`src/rtl/pic_hs_pkg.sv`:
```
// pic_hs_pkg: shared definitions for the PIC req/ack CDC handshake blocks.
//   hs_state_e    - transmitter FSM state encoding (IDLE/REQ/ACK)
//   DATA_W_DEF    - default handshake data width
//   SYNC_NUM_DEF  - default synchronizer depth on the returning acknowledge
`timescale 1ns/1ps
package pic_hs_pkg;
  localparam int DATA_W_DEF   = 8;
  localparam int SYNC_NUM_DEF = 3;

  typedef enum logic [1:0] {
    IDLE = 2'b00,
    REQ  = 2'b01,
    ACK  = 2'b10
  } hs_state_e;
endpackage

```
`src/rtl/pic_sync_dff.sv`:
```
// pic_sync_dff: multi-flop level synchronizer into the clk domain.
// Ports:
//   clk   - destination clock
//   rst_b - asynchronous active-low reset, clears every stage to 0
//   i_d   - asynchronous input level
//   o_q   - synchronized level, FLOP_NUM clk edges behind i_d
// FLOP_NUM must be at least 2.
`timescale 1ns/1ps
module pic_sync_dff #(
  parameter int FLOP_NUM = 2,
  parameter int WIDTH    = 1
) (
  input  logic             clk,
  input  logic             rst_b,
  input  logic [WIDTH-1:0] i_d,
  output logic [WIDTH-1:0] o_q
);
  logic [FLOP_NUM-1:0][WIDTH-1:0] r_sync;

  always_ff @(posedge clk or negedge rst_b) begin
    if (!rst_b) r_sync <= '0;
    else        r_sync <= {r_sync[FLOP_NUM-2:0], i_d};
  end

  assign o_q = r_sync[FLOP_NUM-1];
endmodule

```
`src/rtl/pic_hs_cdc_tx.sv`:
```
// pic_hs_cdc_tx: source side of a 4-phase req/ack clock-domain crossing.
// Takes one word from a valid/ready producer, holds it on hs_data, raises
// hs_req, waits for the synchronized ack to rise and fall again, then
// reports completion with a one-cycle tx_done.
// Ports:
//   clk, rst_b  - source clock, asynchronous active-low reset
//   tx_vld      - producer has a word
//   tx_data     - producer word, captured when tx_vld && tx_rdy
//   tx_rdy      - block can accept a word this cycle
//   tx_done     - one-cycle pulse, previous transfer fully completed
//   hs_req      - registered request level to the destination domain
//   hs_data     - registered data, stable while a transfer is outstanding
//   hs_ack      - acknowledge level from the destination (asynchronous)
//   tx_timeout  - one-cycle stall pulse (only with the timeout option)
// Build option: define PIC_HS_CDC_TX_TIMEOUT_EN to add a TO_W-bit stall
// counter; otherwise tx_timeout is tied low and TO_W has no effect.
`timescale 1ns/1ps
module pic_hs_cdc_tx
  import pic_hs_pkg::*;
#(
  parameter int DATA_W   = DATA_W_DEF,
  parameter int SYNC_NUM = SYNC_NUM_DEF,
  parameter int TO_W     = 8
) (
  input  logic              clk,
  input  logic              rst_b,
  input  logic              tx_vld,
  input  logic [DATA_W-1:0] tx_data,
  output logic              tx_rdy,
  output logic              tx_done,
  output logic              hs_req,
  output logic [DATA_W-1:0] hs_data,
  input  logic              hs_ack,
  output logic              tx_timeout
);
  hs_state_e         r_state;
  logic              r_req;
  logic              r_done;
  logic [DATA_W-1:0] r_data;
  logic              w_ack_s;
  logic              w_accept;

  pic_sync_dff #(
    .FLOP_NUM (SYNC_NUM),
    .WIDTH    (1)
  ) u_ack_sync (
    .clk   (clk),
    .rst_b (rst_b),
    .i_d   (hs_ack),
    .o_q   (w_ack_s)
  );

  // A stale ack still high from a previous transfer blocks acceptance until
  // it has been seen low, so the destination never sees req rise into ack=1.
  assign tx_rdy   = (r_state == IDLE) && !w_ack_s;
  assign w_accept = tx_vld && tx_rdy;

  always_ff @(posedge clk or negedge rst_b) begin
    if (!rst_b) begin
      r_state <= IDLE;
      r_req   <= 1'b0;
      r_done  <= 1'b0;
      r_data  <= '0;
    end else begin
      r_done <= 1'b0;
      case (r_state)
        IDLE: if (w_accept) begin
          r_state <= REQ;
          r_req   <= 1'b1;
          r_data  <= tx_data;
        end
        REQ: if (w_ack_s) begin
          r_state <= ACK;
          r_req   <= 1'b0;
        end
        ACK: if (!w_ack_s) begin
          r_state <= IDLE;
          r_done  <= 1'b1;
        end
        default: begin
          r_state <= IDLE;
          r_req   <= 1'b0;
        end
      endcase
    end
  end

  assign hs_req  = r_req;
  assign hs_data = r_data;
  assign tx_done = r_done;

`ifdef PIC_HS_CDC_TX_TIMEOUT_EN
  logic [TO_W-1:0] r_to_cnt;
  logic            r_to;
  logic [TO_W-1:0] w_to_inc;
  logic            w_state_chg;

  assign w_to_inc    = r_to_cnt + TO_W'(1);
  assign w_state_chg = ((r_state == IDLE) && w_accept) ||
                       ((r_state == REQ)  && w_ack_s)  ||
                       ((r_state == ACK)  && !w_ack_s);

  // The counter wraps straight from all-ones-minus-one to 0 while pulsing,
  // giving a period of 2^TO_W-1 cycles spent waiting in REQ or ACK.
  always_ff @(posedge clk or negedge rst_b) begin
    if (!rst_b) begin
      r_to_cnt <= '0;
      r_to     <= 1'b0;
    end else begin
      r_to <= 1'b0;
      if (w_state_chg || (r_state == IDLE)) begin
        r_to_cnt <= '0;
      end else if (w_to_inc == {TO_W{1'b1}}) begin
        r_to_cnt <= '0;
        r_to     <= 1'b1;
      end else begin
        r_to_cnt <= w_to_inc;
      end
    end
  end

  assign tx_timeout = r_to;
`else
  // TO_W only sizes the stall counter; without it the output is a constant 0.
  assign tx_timeout = 1'b0 & (TO_W == 0);
`endif
endmodule

```
`config.mk`:
```
export PLATFORM = sky130hd
export DESIGN_NAME = pic_hs_cdc_tx
export DESIGN_NICKNAME = d
export VERILOG_FILES = /design/src/rtl/pic_hs_pkg.sv /design/src/rtl/pic_sync_dff.sv /design/src/rtl/pic_hs_cdc_tx.sv
export SDC_FILE = /design/constraint.sdc
export NUM_CORES = 1
export LEC_CHECK = 0
export CORE_MARGIN = 3
export CORE_UTILIZATION = 39
export CTS_CLUSTER_SIZE = 24
export DETAILED_ROUTE_END_ITERATION = 8
export PLACE_DENSITY_LB_ADDON = 0.25
export SLEW_MARGIN = 10
export SYNTH_ARGS = -nofsm -noshare
export SYNTH_HDL_FRONTEND = slang
export SYNTH_SLANG_ARGS = --single-unit
```
`constraint.sdc`:
```
create_clock -name clk -period 1.9 [get_ports clk]
set_clock_uncertainty 0.2 [all_clocks]
set_input_delay 0.285 -clock clk [delete_from_list [all_inputs] [get_ports clk]]
set_output_delay 0.285 -clock clk [all_outputs]
set_load 0.1 [all_outputs]
```
After elaboration in Yosys (flattened, before gate mapping)
Index checks and enable logic that the tools add are counted. W data, S select, Z words.

Register bits: 15. Bits of input ports: 12. Output and inout bits: 12. Logic and storage cells: 29.

Equality and inequality tests: 5. Mux-type cells: 9. Bitwise logic cells: 1. Reductions and logical operators: 7.

Operator list (number): $mux W2 (3); $pmux W2 S3 (1); $reduce_and A3 Y1 (2); $mux W1 (4); $ne A2 B2 Y1 const B (2); $pmux W1 S3 (1); $eq A2 B1 Y1 const B (1); $eq A2 B2 Y1 const B (1); $logic_and A1 B1 Y1 (2); $logic_not A2 Y1 (1); $ne A2 B1 Y1 const B (1); $reduce_and A2 Y1 (1); $logic_not A1 Y1 (1); $not A1 Y1 (1).

Logic depth before layout (Yosys ltp)
Gate-level depths: netlist of the first run.

Word-level depth: 5. Mapped depth: 2. Mapped depth without buffers: 2.

Modules after synthesis
Synthesis of the first run repeated with hierarchy kept, for this count alone.

Cell total of the unflattened synthesis: 37. Area, all modules: 569.3 um2.

By module, submodules not included: pic_hs_cdc_tx (times used 1, cells each 34, area each 494.2 um2, sequential area each 300.3 um2); pic_sync_dff (times used 1, cells each 3, area each 75.1 um2, sequential area each 75.1 um2).

Worst setup path before layout of the first run
Ideal clock, no wire load.

Path kind: reg2out. Start point: register r_state[0]. End point: output tx_rdy. Arrival time: 2533 ps. Data required time: 1415 ps. Path slack: -1118 ps. Cell stages (with the launch flop): 2. Buffers on the path: 0. Cells stage by stage: dfrtp_1 -> nor3_1.

Word-level cells in the longest chain between the ends: 2.

RTL lines: from (decl) (line pic_hs_cdc_tx.sv:36) `hs_state_e r_state;`; from (signal assigned) (line pic_hs_cdc_tx.sv:60) `r_state <= IDLE;`; from (signal assigned) (line pic_hs_cdc_tx.sv:68) `r_state <= REQ;`; from (signal assigned) (line pic_hs_cdc_tx.sv:73) `r_state <= ACK;`; $logic_not A2 Y1 (line pic_hs_cdc_tx.sv:55) `assign tx_rdy = (r_state == IDLE) && !w_ack_s;`; $logic_and A1 B1 Y1 (line pic_hs_cdc_tx.sv:55); to (decl) (line pic_hs_cdc_tx.sv:29) `output logic tx_rdy,`.

Every way passes these cells.

Worst setup path in the final report of the first run
Ends and elaborated chain as after synthesis.

==> results of run 1 <==
## routing by layer
| layer | GRT usage, % | vias to the layer above | part of all wire (%) |
|---|---|---|---|
| met3 | 3.32 | 0 | 8.8 |
| met4 | 5.42 | 0 | 0 |
| met1 | 16.1 | 176 | 41 |
| met5 | 0 | - | 0 |
| met2 | 21.5 | 17 | 50 |
| li1 | - | 170 | - |
## registers in the layout (all words and copies together), names as in the netlist
register	count
u_ack_sync.r_sync	2
r_state	2
tx_done	1
hs_data	8
hs_req	1
u_ack_sync.o_q	1
## path summary, 6_finish.rpt
| kind | startpoint | to | slack [ns] | depth (start not counted) |
|---|---|---|---|---|
| worst max-delay path | r_state[0]$_DFFE_PN0P_ | tx_rdy | 0.21 | 2 |
| worst min-delay path | rst_b | hs_data[1]$_DFFE_PN0P_ | 0.11 | 2 |
| worst max register to register | r_state[0]$_DFFE_PN0P_ | hs_data[7]$_DFFE_PN0P_ | 0.25 | 3 |
| worst min register to register | u_ack_sync.r_sync[1]$_DFF_PN0_ | u_ack_sync.o_q$_DFF_PN0_ | 0.16 | 0 |
| max in group asynchronous | rst_b | u_ack_sync.o_q$_DFF_PN0_ | 1.22 | 2 |
| min in group clk | u_ack_sync.r_sync[1]$_DFF_PN0_ | u_ack_sync.o_q$_DFF_PN0_ | 0.16 | 0 |
## placed cells by master (no fill, tap or decap)
master,Yosys,final
and2b_2,1,1
clkdlybuf4s50_1,0,11
buf_4,1,2
a211o_2,1,1
dfrtp_1,15,15
clkbuf_4,0,3
clkbuf_1,0,1
and2_1,1,1
buf_12,0,11
nor3_4,0,1
xor2_1,1,1
nor4b_4,1,1
nor2_1,1,1
nor3b_1,1,1
o21a_1,1,1
conb_1,1,1
mux2_2,8,8
## final cells by class
| type | instances | area (um2) | area share (%) |
|---|---|---|---|
| well taps | 15 | 18.8 | 1.97 |
| repair buffers | 24 | 345 | 36.3 |
| clock buffers | 4 | 26.3 | 2.76 |
| multi-input cells | 18 | 186 | 19.6 |
| flip-flops and latches | 15 | 375 | 39.4 |
## power by group through the flow
stage,sequential (mW),clock (mW),combinational (mW)
5_1_grt,0.474,0.194,0.846
3_3_place_gp,0.469,0,0.823
6_report,0.463,0.169,0.822
3_5_place_dp,0.469,0,0.828
4_1_cts,0.465,0.176,0.828
2_1_floorplan,0.848,0,0.110
## through the flow
step                      worst slack (ns)  instance area, um2  hold WS, ns  total power [mW]  utilization [%]
final                                0.213                 952        0.111              1.45             72.3
after floorplan                      0.129                 569       -0.211             0.958                -
after global routing                 0.131                 952        0.118              1.51             72.3
after detailed placement            0.0457                 926        0.148              1.30             70.3
after CTS                            0.192                 952        0.112              1.47             72.3
after global placement              0.0922                 926        0.135              1.29             70.3
## cell families after synthesis
logic type | Yosys count | share of synthesized area [%]
xor gates and xnor gates | 1 | 1.57
and+or+nand+nor | 6 | 9.86
DFF | 15 | 67.3
other | 1 | 0.672
AOI/OAI and AO/OA | 2 | 3.14
muxes | 8 | 16.1
buffers and inverters | 1 | 1.35
==> impl_results.md, run 1 <==
* Seq pwr share at 31.8%
* Total GRT Usage at 13.0%
* CP Cell Sequence: nor3_4, buf_12
* Vias per inst at 4.78
* Fraction of registers with async set/reset at 100%
* Worst-path fanout max at 6
* Synth top cells by count: 15 x dfrtp_1, 8 x mux2_2
* # fillers at between 80 and 90
* I/O Pins at 24
* Hold-fix buffers, CTS at 0
* Critical Path Source Type: flip-flop
* PwrDens at between 1500 and 2000 nW/um2
* Final hold violations at 0
* Fin nets at 74
* CTS buffer count at 3
* Switching Fraction at 46.7%
* Final Critical Period at between 1.5 and 2 ns
* Synthesized cell area at roughly 560 um2
* Total die area at around 1900 um2
* Psw at 0.679 mW
* # resized after CTS at 0
* Root buf cell: clkbuf_4
* Syn Inst Count at 34
* Port Buffers at 22
* Unrepaired setup endpoints after global routing: no
* Initial Util at 42.4%
* Placed cells at 72
* Vias in the first global route at 431
* Slowest cell on the critical path: dfrtp_1
* Worst-skew pair later-pin latency at ~0.26 ns
* DRT Pass-1 Iters at 2
* Clock sink total at 15
* DRT Wirelength at 950 um
* Clock transition at the registers of the reported paths at 0.08 ns
* Vias at 363
* Synth area leaders: dfrtp_1 67%, mux2_2 16%, nor4b_4 4.3%, a211o_2 1.8%, and2b_2 1.6%
* Critical Path AT at 1.20 ns
* Post-Syn Area per Cell at 16.4 um2
* Register area share after synthesis at 67.3%
* CP Buf/Inv Count at 1
* Most frequent cell after synthesis: dfrtp_1
* DRT iter0 DRCs at 2
* Warnings from Yosys at 0
* #FFs+latches synth at 15
* Row cnt at 13
* First-pass GRT wire length at about 1800 um
* DR WL/cell at 12.5 um
* DP HPWL at 763 um
* Post-Layout Cell Count at between 70 and 80
* Share of cells above drive strength 1 at 45.9%
* Die Wd at 43.8 um
* Routed Antenna Nets at 0
* Biggest area consumer among synthesized cells: dfrtp_1
* Slowest stage delay, CP at 0.49 ns
* Max-cap violations at 0
* Core box area at ~1300 um2
* CTS tree: yes
* Ant diodes at 0
* Initial antenna violation count at 0
* GPL Wtd Cong at 0.702
* CTS Buffer Depth at 2
* Distinct cells, synth at 13
* Setup Buffers After CTS at 0
* Critical path type: flip-flop to output pin
* Clock Power Share at between 10% and 20%
* Syn_nets at 46
* CTS H-tree lvls at 1
* GRT overflow at 0
* Top FF cell, synth: dfrtp_1
* P_leak at between 0.4 and 0.5 nW
* Fmax at between 500 and 600 MHz
* Drt drc at 0
* Worst EP required at between 1 and 1.5 ns
* EDFF count, synth at 0
* Die height at about 44 um
* Share of the synthesized area in the top cell type at about two thirds
* Internal Power at 0.775 mW
* Crit path max-delay family: flip-flops
* Final setup TNS at 0 ns
* HP Class: primary input to asynchronous set/reset pin
* Largest net degree at the start of global routing at 16
* IR drop worst, VDD at 786 uV
* Status: finished clean
* Setup violators final at 0
* Logic pwr share at ~56%
* Max-slew violations at 0
* CP endpoint kind: output pin
* Area added between synthesis and finish at 70.6%
* Fin crit share at 88.8%
Note: power is estimated with default switching activity, not from simulation.
==> inputs of run 2 (changes only) <==
--- a/config.mk
+++ b/config.mk
@@ -5,6 +5,7 @@
 export SDC_FILE = /design/constraint.sdc
 export NUM_CORES = 1
 export LEC_CHECK = 0
+export CAP_MARGIN = 0
 export CORE_MARGIN = 3
 export CORE_UTILIZATION = 39
 export CTS_CLUSTER_SIZE = 24
==> results of run 2 <==
No change in the layout: final DEF, timing and power equal those of run 1.
